===== src/rtl/mux_n_reg.sv =====
// rtl/mux_n_reg.sv - N-way registered operand selector with valid/ready handshake
//
// One-entry output buffer behind an N-way selector. The buffer can be refilled
// in the same cycle it drains, so a stream runs at one transfer per cycle.
// Selector codes that address no input are dropped. They set a sticky error,
// record the offending code and bump a saturating drop counter.
module mux_n_reg #(
  parameter int unsigned             WIDTH     = 32,
  parameter int unsigned             N         = 4,
  parameter int unsigned             SEL_W     = 2,
  parameter logic [WIDTH-1:0]        RESET_VAL = '0,
  parameter int unsigned             CNT_W     = 8
) (
  input  logic                 clk,
  input  logic                 reset,
  input  logic [N*WIDTH-1:0]   data_in,
  input  logic [SEL_W-1:0]     selector,
  input  logic                 in_valid,
  output logic                 in_ready,
  output logic [WIDTH-1:0]     data_out,
  output logic [SEL_W-1:0]     sel_out,
  output logic                 out_valid,
  input  logic                 out_ready,
  output logic                 err,
  output logic [SEL_W-1:0]     err_sel,
  input  logic                 err_clr,
  output logic [CNT_W-1:0]     drop_cnt
);

  // Registered state
  logic [WIDTH-1:0] data_q,    data_d;
  logic [SEL_W-1:0] sel_q,     sel_d;
  logic             valid_q,   valid_d;
  logic             err_q,     err_d;
  logic [SEL_W-1:0] err_sel_q, err_sel_d;
  logic [CNT_W-1:0] cnt_q,     cnt_d;

  // Decoded selector
  logic [WIDTH-1:0] sel_data;
  logic             sel_legal;

  // Handshake terms
  logic accept;
  logic pop;

  // The stage accepts when empty or when the consumer drains it this cycle.
  // This is the only combinational path through the block.
  assign in_ready = !valid_q || out_ready;
  assign accept   = in_valid && in_ready;
  assign pop      = valid_q && out_ready;

  // Select the addressed input. A code is legal only if it matches an existing
  // input, so with N == 2**SEL_W every code is legal and the error path is dead.
  always_comb begin
    sel_data  = '0;
    sel_legal = 1'b0;
    for (int k = 0; k < int'(N); k++) begin
      if (selector == SEL_W'(k)) begin
        sel_data  = data_in[k*WIDTH +: WIDTH];
        sel_legal = 1'b1;
      end
    end
  end

  // Next-state for the output buffer and the error/drop bookkeeping
  always_comb begin
    data_d    = data_q;
    sel_d     = sel_q;
    valid_d   = valid_q && !out_ready;
    err_d     = err_q;
    err_sel_d = err_sel_q;
    cnt_d     = cnt_q;

    // A clear takes effect unless an illegal transfer arrives in the same cycle
    if (err_clr) begin
      err_d = 1'b0;
    end

    if (accept) begin
      if (sel_legal) begin
        data_d  = sel_data;
        sel_d   = selector;
        valid_d = 1'b1;
      end else begin
        // Dropped transfer: the buffer keeps its old contents, and out_valid
        // falls only if the old contents are being consumed right now
        valid_d   = valid_q && !pop;
        err_d     = 1'b1;
        err_sel_d = selector;
        if (cnt_q != {CNT_W{1'b1}}) begin
          cnt_d = cnt_q + 1'b1;
        end
      end
    end
  end

  // State update with synchronous reset overriding every other event
  always_ff @(posedge clk) begin
    if (reset) begin
      data_q    <= RESET_VAL;
      sel_q     <= '0;
      valid_q   <= 1'b0;
      err_q     <= 1'b0;
      err_sel_q <= '0;
      cnt_q     <= '0;
    end else begin
      data_q    <= data_d;
      sel_q     <= sel_d;
      valid_q   <= valid_d;
      err_q     <= err_d;
      err_sel_q <= err_sel_d;
      cnt_q     <= cnt_d;
    end
  end

  assign data_out  = data_q;
  assign sel_out   = sel_q;
  assign out_valid = valid_q;
  assign err       = err_q;
  assign err_sel   = err_sel_q;
  assign drop_cnt  = cnt_q;

endmodule


===== config.mk =====
export PLATFORM = sky130hd
export DESIGN_NAME = mux_n_reg
export DESIGN_NICKNAME = d
export VERILOG_FILES = /design/src/rtl/mux_n_reg.sv
export SDC_FILE = /design/constraint.sdc
export NUM_CORES = 1
export LEC_CHECK = 0
export CORE_MARGIN = 2
export CORE_UTILIZATION = 32
export CTS_CLUSTER_DIAMETER = 50
export DETAILED_ROUTE_END_ITERATION = 8
export PLACE_DENSITY = 0.88
export SLEW_MARGIN = 10
export SYNTH_ARGS = -nofsm -noshare
export SYNTH_HDL_FRONTEND = slang
export SYNTH_SLANG_ARGS = --single-unit

===== constraint.sdc =====
create_clock -name clk -period 1.9 [get_ports clk]
set_input_delay 0.38 -clock clk [delete_from_list [all_inputs] [get_ports clk]]
set_output_delay 0.38 -clock clk [all_outputs]
set_load 0.05 [all_outputs]

==> impl_metrics.toml, run 1 <==
[run_status]
status = "finished, final reports clean"

[synthesis]
yosys.area_share.simple_pct = 4.55
yosys.area.top_type_share_pct = 42.4
synth_top_cell_by_area = "dfxtp_1"
synth_compound_area_share_pct = 14.5
synth-edff-count = 0
synthXorXnorAreaFrac_pct = 0
synth-seq-area-share_pct = 42.4
synth_fp_nets = 283
syn_inst = 148
ys_types = 16
yosys_most_used_dff = "dfxtp_1"
yosys_warnings = 0
synth_most_common_cell = "dfxtp_1"
synth_mux_area_share_pct = 33.7
synth_area_sq_um = 2170
synthArstFlopShare_pct = 0
avgSynthCellArea_sq_um = 14.7
yosys-top-cells-area = "dfxtp_1 (42%), mux4_2 (30%), a22o_1 (13%)"
ys_top_cells_by_count = "dfxtp_1 (46), a22o_1 (32), mux4_2 (29), nor2b_1 (10), buf_2 (9)"
synth_top_family_by_area = "multiplexers"
ys_ff_latch = 46
synthAdderAreaFrac_pct = 0

[cts]
cts_sinks = 46
tritoncts = "yes"
clk_latency_ns = 0.29
clkSlewWorstSetupHoldPaths_ns = 0.09
cts.repair.resized = 0
numCtsBuffers = 5
cts_hold_buf = 0
cts_max_level = 2
clockBufferDepth = 2
root_buffer = "clkbuf_8"
cts_setup_buffers = 0

[worst_setup_path]
critPathBufInv = 1
crit_fanout = 2
path_cells = "clkdlybuf4s50_1"
critPathCaptureType = "output port"
slowest_delay_ns = 0.82
crit_type = "flop to output port"
cp_data_required_time_ns = 1.52
critPathLaunchType = "flop"
arrival_ns = 1.48
slowest_stage = "clkdlybuf4s50_1"
crit_family = "buffers and inverters"

[sta]
maxSlewViolCount = 0
relSlewSlack_pct = 65.3
tightest_slew_ns = 0.520
period_share_pct = 97.8
fin_skew_ns = 0.00646
finalSetupTns_ns = 0
final-setup-viol-count = 0
fmax_ghz = 0.538
rsz0062_at_grt = "no"
hold_violations = 0
finalCriticalPeriod_ns = 1.86

[global_route]
grt_antenna_before_repair = 0
track_usage_pct = 17.6
grt_max_degree = 34
top_usage_layer = "met2"
grt_pass1_wl_um = 10300
globalRouteMet3Util_pct = 5.43
grtUsageMet2_pct = 32.1
grt_pass1_vias = 2241
grtUsageMet1_pct = 19.8
grt-ovfl-total = 0

[power]
cellPowerDensity_nw_per_um2 = 605
clkPwrFrac_pct = 24.5
swShare_pct = 29.7
vdd_ir_drop_max_v = 0.000285
internal_power_w = 0.00178
p_sw_w = 0.000754
leakage_nw = 1.59
seq_power_share_pct = 41.5
comb_power_share_pct = 34.1

[drt]
drt-total-wl_um = 6650
vias = 2071
wl_per_cell_um = 16.3
first_pass_iters = 4
ant_nets = 0
drt-initial-drc-count = 43
via_per_inst = 5.06
route.detailed.drc = 0

[placed_design]
portBuffers = 181
dp_hpwl_um = 5320
place.gp.congestion = 0.754
place_inst = 401

[die]
start_util_pct = 32.5
core_sq_um = 6680
ios = 182
die_h_um = 86.4
die_width_um = 86.4
die_area_sq_um = 7460
num_rows = 30

[finish]
final_cells = 409
layout-drive-gt1-share_pct = 16.4
antenna_cells = 0
final_net_count = 463
syn_to_final_growth_pct = 93.1
fin_util_pct = 62.8

[run]
max_cap_violations = 0

[worst_hold_path]
hp-class = "flop to flop"
## power groups by stage
stage / clock network (W) / logic [W] / registers (W)
2_1_floorplan: 0 / 0.000236 / 0.00127
3_5_place_dp: 0 / 0.000872 / 0.00107
5_1_grt: 0.000677 / 0.000908 / 0.00106
4_1_cts: 0.000643 / 0.000874 / 0.00105
6_report: 0.000621 / 0.000864 / 0.00105
3_3_place_gp: 0 / 0.000858 / 0.00107
## per-stage QoR
stage          total power [W]  area (sq um)  worst slack (ns)  hold WS (ns)
4_1_cts                0.00257          4190            0.0265         0.476
5_1_grt                0.00264          4190          0.000857         0.483
3_5_place_dp           0.00194          4090            0.0280         0.459
6_report               0.00253          4190            0.0411         0.471
3_3_place_gp           0.00193          4090            0.0849         0.454
2_1_floorplan          0.00150          2170            0.0649         0.452
## layer usage
metal	vias to the layer above	share of wire [%]
met5	-	0
met4	0	1.3
met3	8	9.0
met2	117	52
met1	982	37
li1	964	-
## sequential cells by signal, summed over array words and instances, names as in the netlist
| register | cells |
|---|---|
| data_out | 32 |
| drop_cnt | 8 |
| err | 1 |
| err_sel | 2 |
| out_valid | 1 |
| sel_out | 2 |
## logic make-up after synthesis
family	count (synthesis)
buffers and inverters	17
multiplexers	32
AND/OR/NAND/NOR	15
AO/OA/AOI/OAI	38
flip-flops	46
## worst paths after layout
kind | endpoint | cells after the start | startpoint | slack [ns]
setup / recovery | data_out[13] | 1 | data_out[13] | 0.04
hold reg to reg | err_sel[0] | 1 | err_sel[0] | 0.47
hold / removal | err_sel[0] | 1 | err_sel[0] | 0.47
setup reg to reg | data_out[20] | 5 | out_valid | 0.51
## layout by cell type, fill, tap and decap left out
cell	instances
a21oi_1	3
a21oi_4	1
a22o_1	32
buf_12	5
buf_2	1
buf_4	8
clkbuf_8	5
clkdlybuf4s50_1	172
clkinv_4	1
clkinvlp_4	1
dfxtp_1	46
dlymetal6s2s_1	2
inv_1	2
inv_6	1
mux4_1	3
mux4_2	29
nand3_1	2
nor2b_1	10
nor2b_2	1
nor3_4	1
nor3b_1	1
o21ai_0	2
## final cells by class
type,instances,area (sq um)
fill,555,2490
clock inverter,3,25.0
clock buffer,5,68.8
multi-input combinational,85,1160
tap,80,100
sequential,46,921
timing repair buffer,188,1910
inverter,2,7.51
(Power assumes the default switching activity.)
==> run 2, diff against run 1 <==
--- a/config.mk
+++ b/config.mk
@@ -9,7 +9,7 @@
 export CORE_UTILIZATION = 32
 export CTS_CLUSTER_DIAMETER = 50
 export DETAILED_ROUTE_END_ITERATION = 8
-export PLACE_DENSITY = 0.88
+export PLACE_DENSITY_LB_ADDON = 0.08
 export SLEW_MARGIN = 10
 export SYNTH_ARGS = -nofsm -noshare
 export SYNTH_HDL_FRONTEND = slang
==> impl_metrics.toml, run 2 (synthesis gave the netlist of run 1 again) <==
[run_status]
status = "finished, final reports clean"

[worst_hold_path]
hold_path_startpoint = "selector[0]"
holdPathStages = 3
hp-class = "input port to flop"
whs_endpoint = "sel_out[0]"

[cts]
cts_max_level = 2
cts_setup_buffers = 0
cts_hold_buf = 0
clk_latency_ns = 0.29
clockBufferDepth = 2
tritoncts = "yes"
numCtsBuffers = 5
clkSlewWorstSetupHoldPaths_ns = 0.09
cts_sinks = 46
root_buffer = "clkbuf_8"

[drt]
route.detailed.drc = 0
drt-total-wl_um = 6770
ant_nets = 0
first_pass_iters = 4
vias = 2110
wl_per_cell_um = 16.4
drt-initial-drc-count = 34
via_per_inst = 5.11

[worst_setup_path]
r2r_cells = 5
path_cells = "clkdlybuf4s50_1"
cp_data_required_time_ns = 1.52
r2r-end = "data_out[8]"
critPathBufInv = 1
critPathCaptureType = "output port"
crit_family = "buffers and inverters"
r2r_setup_slack_ns = 0.48
r2r-start = "out_valid"
slowest_delay_ns = 0.82
crit_type = "flop to output port"
crit_fanout = 2
critPathLaunchType = "flop"
arrival_ns = 1.47
slowest_stage = "clkdlybuf4s50_1"

[run]
max_cap_violations = 0

[sta]
final-setup-viol-count = 0
period_share_pct = 97.4
hold_violations = 0
relSlewSlack_pct = 56.8
fmax_ghz = 0.540
finalWorstSetupSlack_ns = 0.0488
finalCriticalPeriod_ns = 1.85
maxSlewViolCount = 0
fin_skew_ns = 0.00855
tightest_slew_ns = 0.646
rsz0062_at_grt = "no"
hold_ws_ns = 0.438

[power]
cellPowerDensity_nw_per_um2 = 653
vdd_ir_drop_max_v = 0.000343
seq_power_share_pct = 37.8
p_sw_w = 0.000735
comb_power_share_pct = 31.5
total_power_w = 0.00278
internal_power_w = 0.00204
clkPwrFrac_pct = 30.7
swShare_pct = 26.5
leakage_nw = 1.62

[die]
num_rows = 30
start_util_pct = 32.5
ios = 182
core_sq_um = 6680
die_area_sq_um = 7460
die_h_um = 86.4
die_width_um = 86.4

[global_route]
track_usage_pct = 17.8
grt_pass1_wl_um = 10100
grt-ovfl-total = 0
grt_max_degree = 34
grt_pass1_vias = 2114
grt_antenna_before_repair = 0

[finish]
layout_common_cells = "clkdlybuf4s50_1 (164), dfxtp_1 (46), a22o_1 (32)"
fill_cells = 548
final_net_count = 467
syn_to_final_growth_pct = 95.8
fin_util_pct = 63.6
layout-drive-gt1-share_pct = 20.4
final_common_cell = "clkdlybuf4s50_1"
antenna_cells = 0
largest_reg_flops = 32
regArea_sq_um = 921
final_cells = 413
multi_input_area_sq_um = 1180

[placed_design]
place_inst = 404
dp_hpwl_um = 5210
portBuffers = 181
place.gp.congestion = 0.746
place_ws_ns = -0.413
==> run 2: how the worst max path moves through the flow <==
stage                     cells past startpoint   startpoint           end  slack [ns]
after detailed placement                      5     in_valid  data_out[21]       -0.41
after global placement                        5     in_valid   data_out[4]       -0.34
after CTS                                     1  data_out[8]   data_out[8]        0.04
after global routing                          1  data_out[8]   data_out[8]       0.003
after floorplan                               5    out_valid  data_out[10]        0.06
final                                         1  data_out[8]   data_out[8]        0.05
==> run 2: repair_timing <==
item                       CTS  global route
resized for setup            1             1
cloned                       1             0
setup endpoints to repair    8             3
pin swaps                    1             0
==> run 2: area by class of cell <==
cell class              instances  area share, %
clock buffers                   5           1.62
clock inverters                 3           1.62
inverters                       2          0.177
multi-input cells              86           27.8
flip-flops and latches         46           21.7
well taps                      80           2.36
repair buffers                191           44.8
==> run 2: power groups by stage <==
stage	Clock (W)	Sequential, W	Combinational [W]
detailed placement	0	0.00107	0.000875
CTS	0.000883	0.00105	0.000882
global placement	0	0.00107	0.000866
global route	0.000934	0.00106	0.000919
floorplan	0	0.00127	0.000236
finish	0.000853	0.00105	0.000875
==> run 2: worst reg2reg max path, stage by stage, from the launching register on <==
cell,delay [ns]
dfxtp_1,0.34
nor2b_4,0.25
inv_1,0.19
a21oi_4,0.22
buf_4,0.21
a22o_1,0.16
==> run 2: per-stage QoR <==
stage               instance area [sq um]  TNS [ns]
floorplan                            2170         0
global placement                     4090     -7.47
detailed placement                   4090     -9.49
CTS                                  4240         0
global route                         4250         0
finish                               4250         0
==> run 2: layer usage <==
| metal | track usage (%) | wire [um] | vias up |
|---|---|---|---|
| li1 | - | - | 974 |
| met5 | 0 | 0 | - |
| met4 | 6.53 | 170 | 0 |
| met2 | 29.6 | 3280 | 115 |
| met3 | 7.52 | 732 | 15 |
| met1 | 20.4 | 2580 | 1006 |
==> run 3, diff against run 2 <==
==> constraint.sdc (replaced) <==
create_clock -name clk -period 2.1 [get_ports clk]
set_input_delay 0.42 -clock clk [delete_from_list [all_inputs] [get_ports clk]]
set_output_delay 0.42 -clock clk [all_outputs]
set_load 0.05 [all_outputs]
==> impl_metrics.toml, run 3 (synthesis gave the netlist of run 1 again) <==
[drt]
route.detailed.drc = 0
via_per_inst = 4.94
vias = 2024
drt-initial-drc-count = 32
drt-total-wl_um = 6620
ant_nets = 0
first_pass_iters = 4
wl_per_cell_um = 16.1

[cts]
cts_hold_buf = 0
clk_latency_ns = 0.29
clockBufferDepth = 2
tritoncts = "yes"
cts.repair.resized = 0
cts_sinks = 46
root_buffer = "clkbuf_8"
cts_setup_buffers = 0
cts_max_level = 2
clkSlewWorstSetupHoldPaths_ns = 0.09
numCtsBuffers = 5

[sta]
rsz0062_at_grt = "no"
fin_skew_ns = 0.00531
relSlewSlack_pct = 41.9
final-setup-viol-count = 0
fmax_ghz = 0.525
finalSetupTns_ns = 0
hold_ws_ns = 0.468
maxSlewViolCount = 0
period_share_pct = 90.7
hold_violations = 0
tightest_slew_ns = 0.869
finalCriticalPeriod_ns = 1.91

[global_route]
grt-ovfl-total = 0
grt_antenna_before_repair = 0
grt_pass1_wl_um = 10300
grt_max_degree = 34
grt_pass1_vias = 2153
track_usage_pct = 17.8

[die]
num_rows = 30
die_h_um = 86.4
core_sq_um = 6680
die_area_sq_um = 7460
ios = 182
start_util_pct = 32.5
die_width_um = 86.4

[worst_setup_path]
crit_type = "flop to output port"
r2r-end = "data_out[16]"
r2r_setup_slack_ns = 0.51
slowest_delay_ns = 0.84
crit_family = "buffers and inverters"
critPathLaunchType = "flop"
path_cells = "clkdlybuf4s50_1"
r2r_cells = 4
arrival_ns = 1.49
cp_data_required_time_ns = 1.68
slowest_stage = "clkdlybuf4s50_1"
r2r-start = "out_valid"
crit_path_end = "data_out[15]"
worstSetupStartpoint = "data_out[15]"
crit_fanout = 2
critPathCaptureType = "output port"
cp.depth = 1
critPathBufInv = 1

[run_status]
status = "finished, final reports clean"

[power]
leakage_nw = 1.55
cellPowerDensity_nw_per_um2 = 544
vdd_ir_drop_max_v = 0.000259
total_power_w = 0.00228

[placed_design]
place.gp.congestion = 0.747
dp_hpwl_um = 5170
portBuffers = 181

[finish]
final_common_cell = "clkdlybuf4s50_1"
syn_to_final_growth_pct = 93.2
largest_reg_flops = 32
fin_util_pct = 62.8
antenna_cells = 0
layout-drive-gt1-share_pct = 15.2
layout_common_cells = "clkdlybuf4s50_1 (179), dfxtp_1 (46), a22o_1 (32)"
final_net_count = 464

[run]
max_cap_violations = 0

[worst_hold_path]
hp-class = "flop to flop"
run 3: changes by cell type in the layout (fill, tap and decap cells not counted), moves of 2 or more:
cell and delta:
buf_4 -16, clkinvlp_4 +2, bufinv_16 -2, clkdlybuf4s50_1 +15
run 3: report_power, final:
part / total, W / switching [W] / internal [W] / leakage [nW]
Sequential: 0.000950 / 0.0000265 / 0.000923 / 0.377
Clock: 0.000547 / 0.000309 / 0.000238 / 0.0408
Combinational: 0.000784 / 0.000337 / 0.000448 / 1.13
Total: 0.00228 / 0.000672 / 0.00161 / 1.55
run 3: metrics by stage:
| stage | cells | area, sq um | setup WS [ns] |
|---|---|---|---|
| floorplan | 148 | 2170 | 0.265 |
| global placement | 402 | 4100 | 0.0191 |
| detailed placement | 402 | 4100 | -0.00616 |
| CTS | 410 | 4190 | 0.186 |
| global route | 410 | 4190 | 0.149 |
| finish | 410 | 4190 | 0.195 |
run 3: worst min path at each step:
stage | endpoint | cells past startpoint | startpoint | slack, ns
after detailed placement | drop_cnt[6] | 1 | drop_cnt[6] | 0.45
after CTS | drop_cnt[1] | 1 | drop_cnt[1] | 0.47
after global placement | drop_cnt[6] | 1 | drop_cnt[6] | 0.45
after global routing | drop_cnt[3] | 1 | drop_cnt[3] | 0.49
final | drop_cnt[6] | 1 | drop_cnt[6] | 0.47
after floorplan | drop_cnt[3] | 1 | reset | 0.49
run 3: cell type report:
| type | count | area, sq um |
|---|---|---|
| clock buffers | 5 | 68.8 |
| clock inverters | 3 | 23.8 |
| fillers | 577 | 2490 |
| inverters | 2 | 7.51 |
| multi-input cells | 85 | 1160 |
| flip-flops and latches | 46 | 921 |
| well taps | 80 | 100 |
| repair buffers | 189 | 1910 |
run 3: metal layers:
layer  GRT usage, %  share of wire, %  vias to the layer above
li1               -                 -                      972
met4           6.11               2.2                        0
met1           19.7                38                      930
met2           31.1                50                      112
met5              0                 0                        -
met3           6.67                10                       10
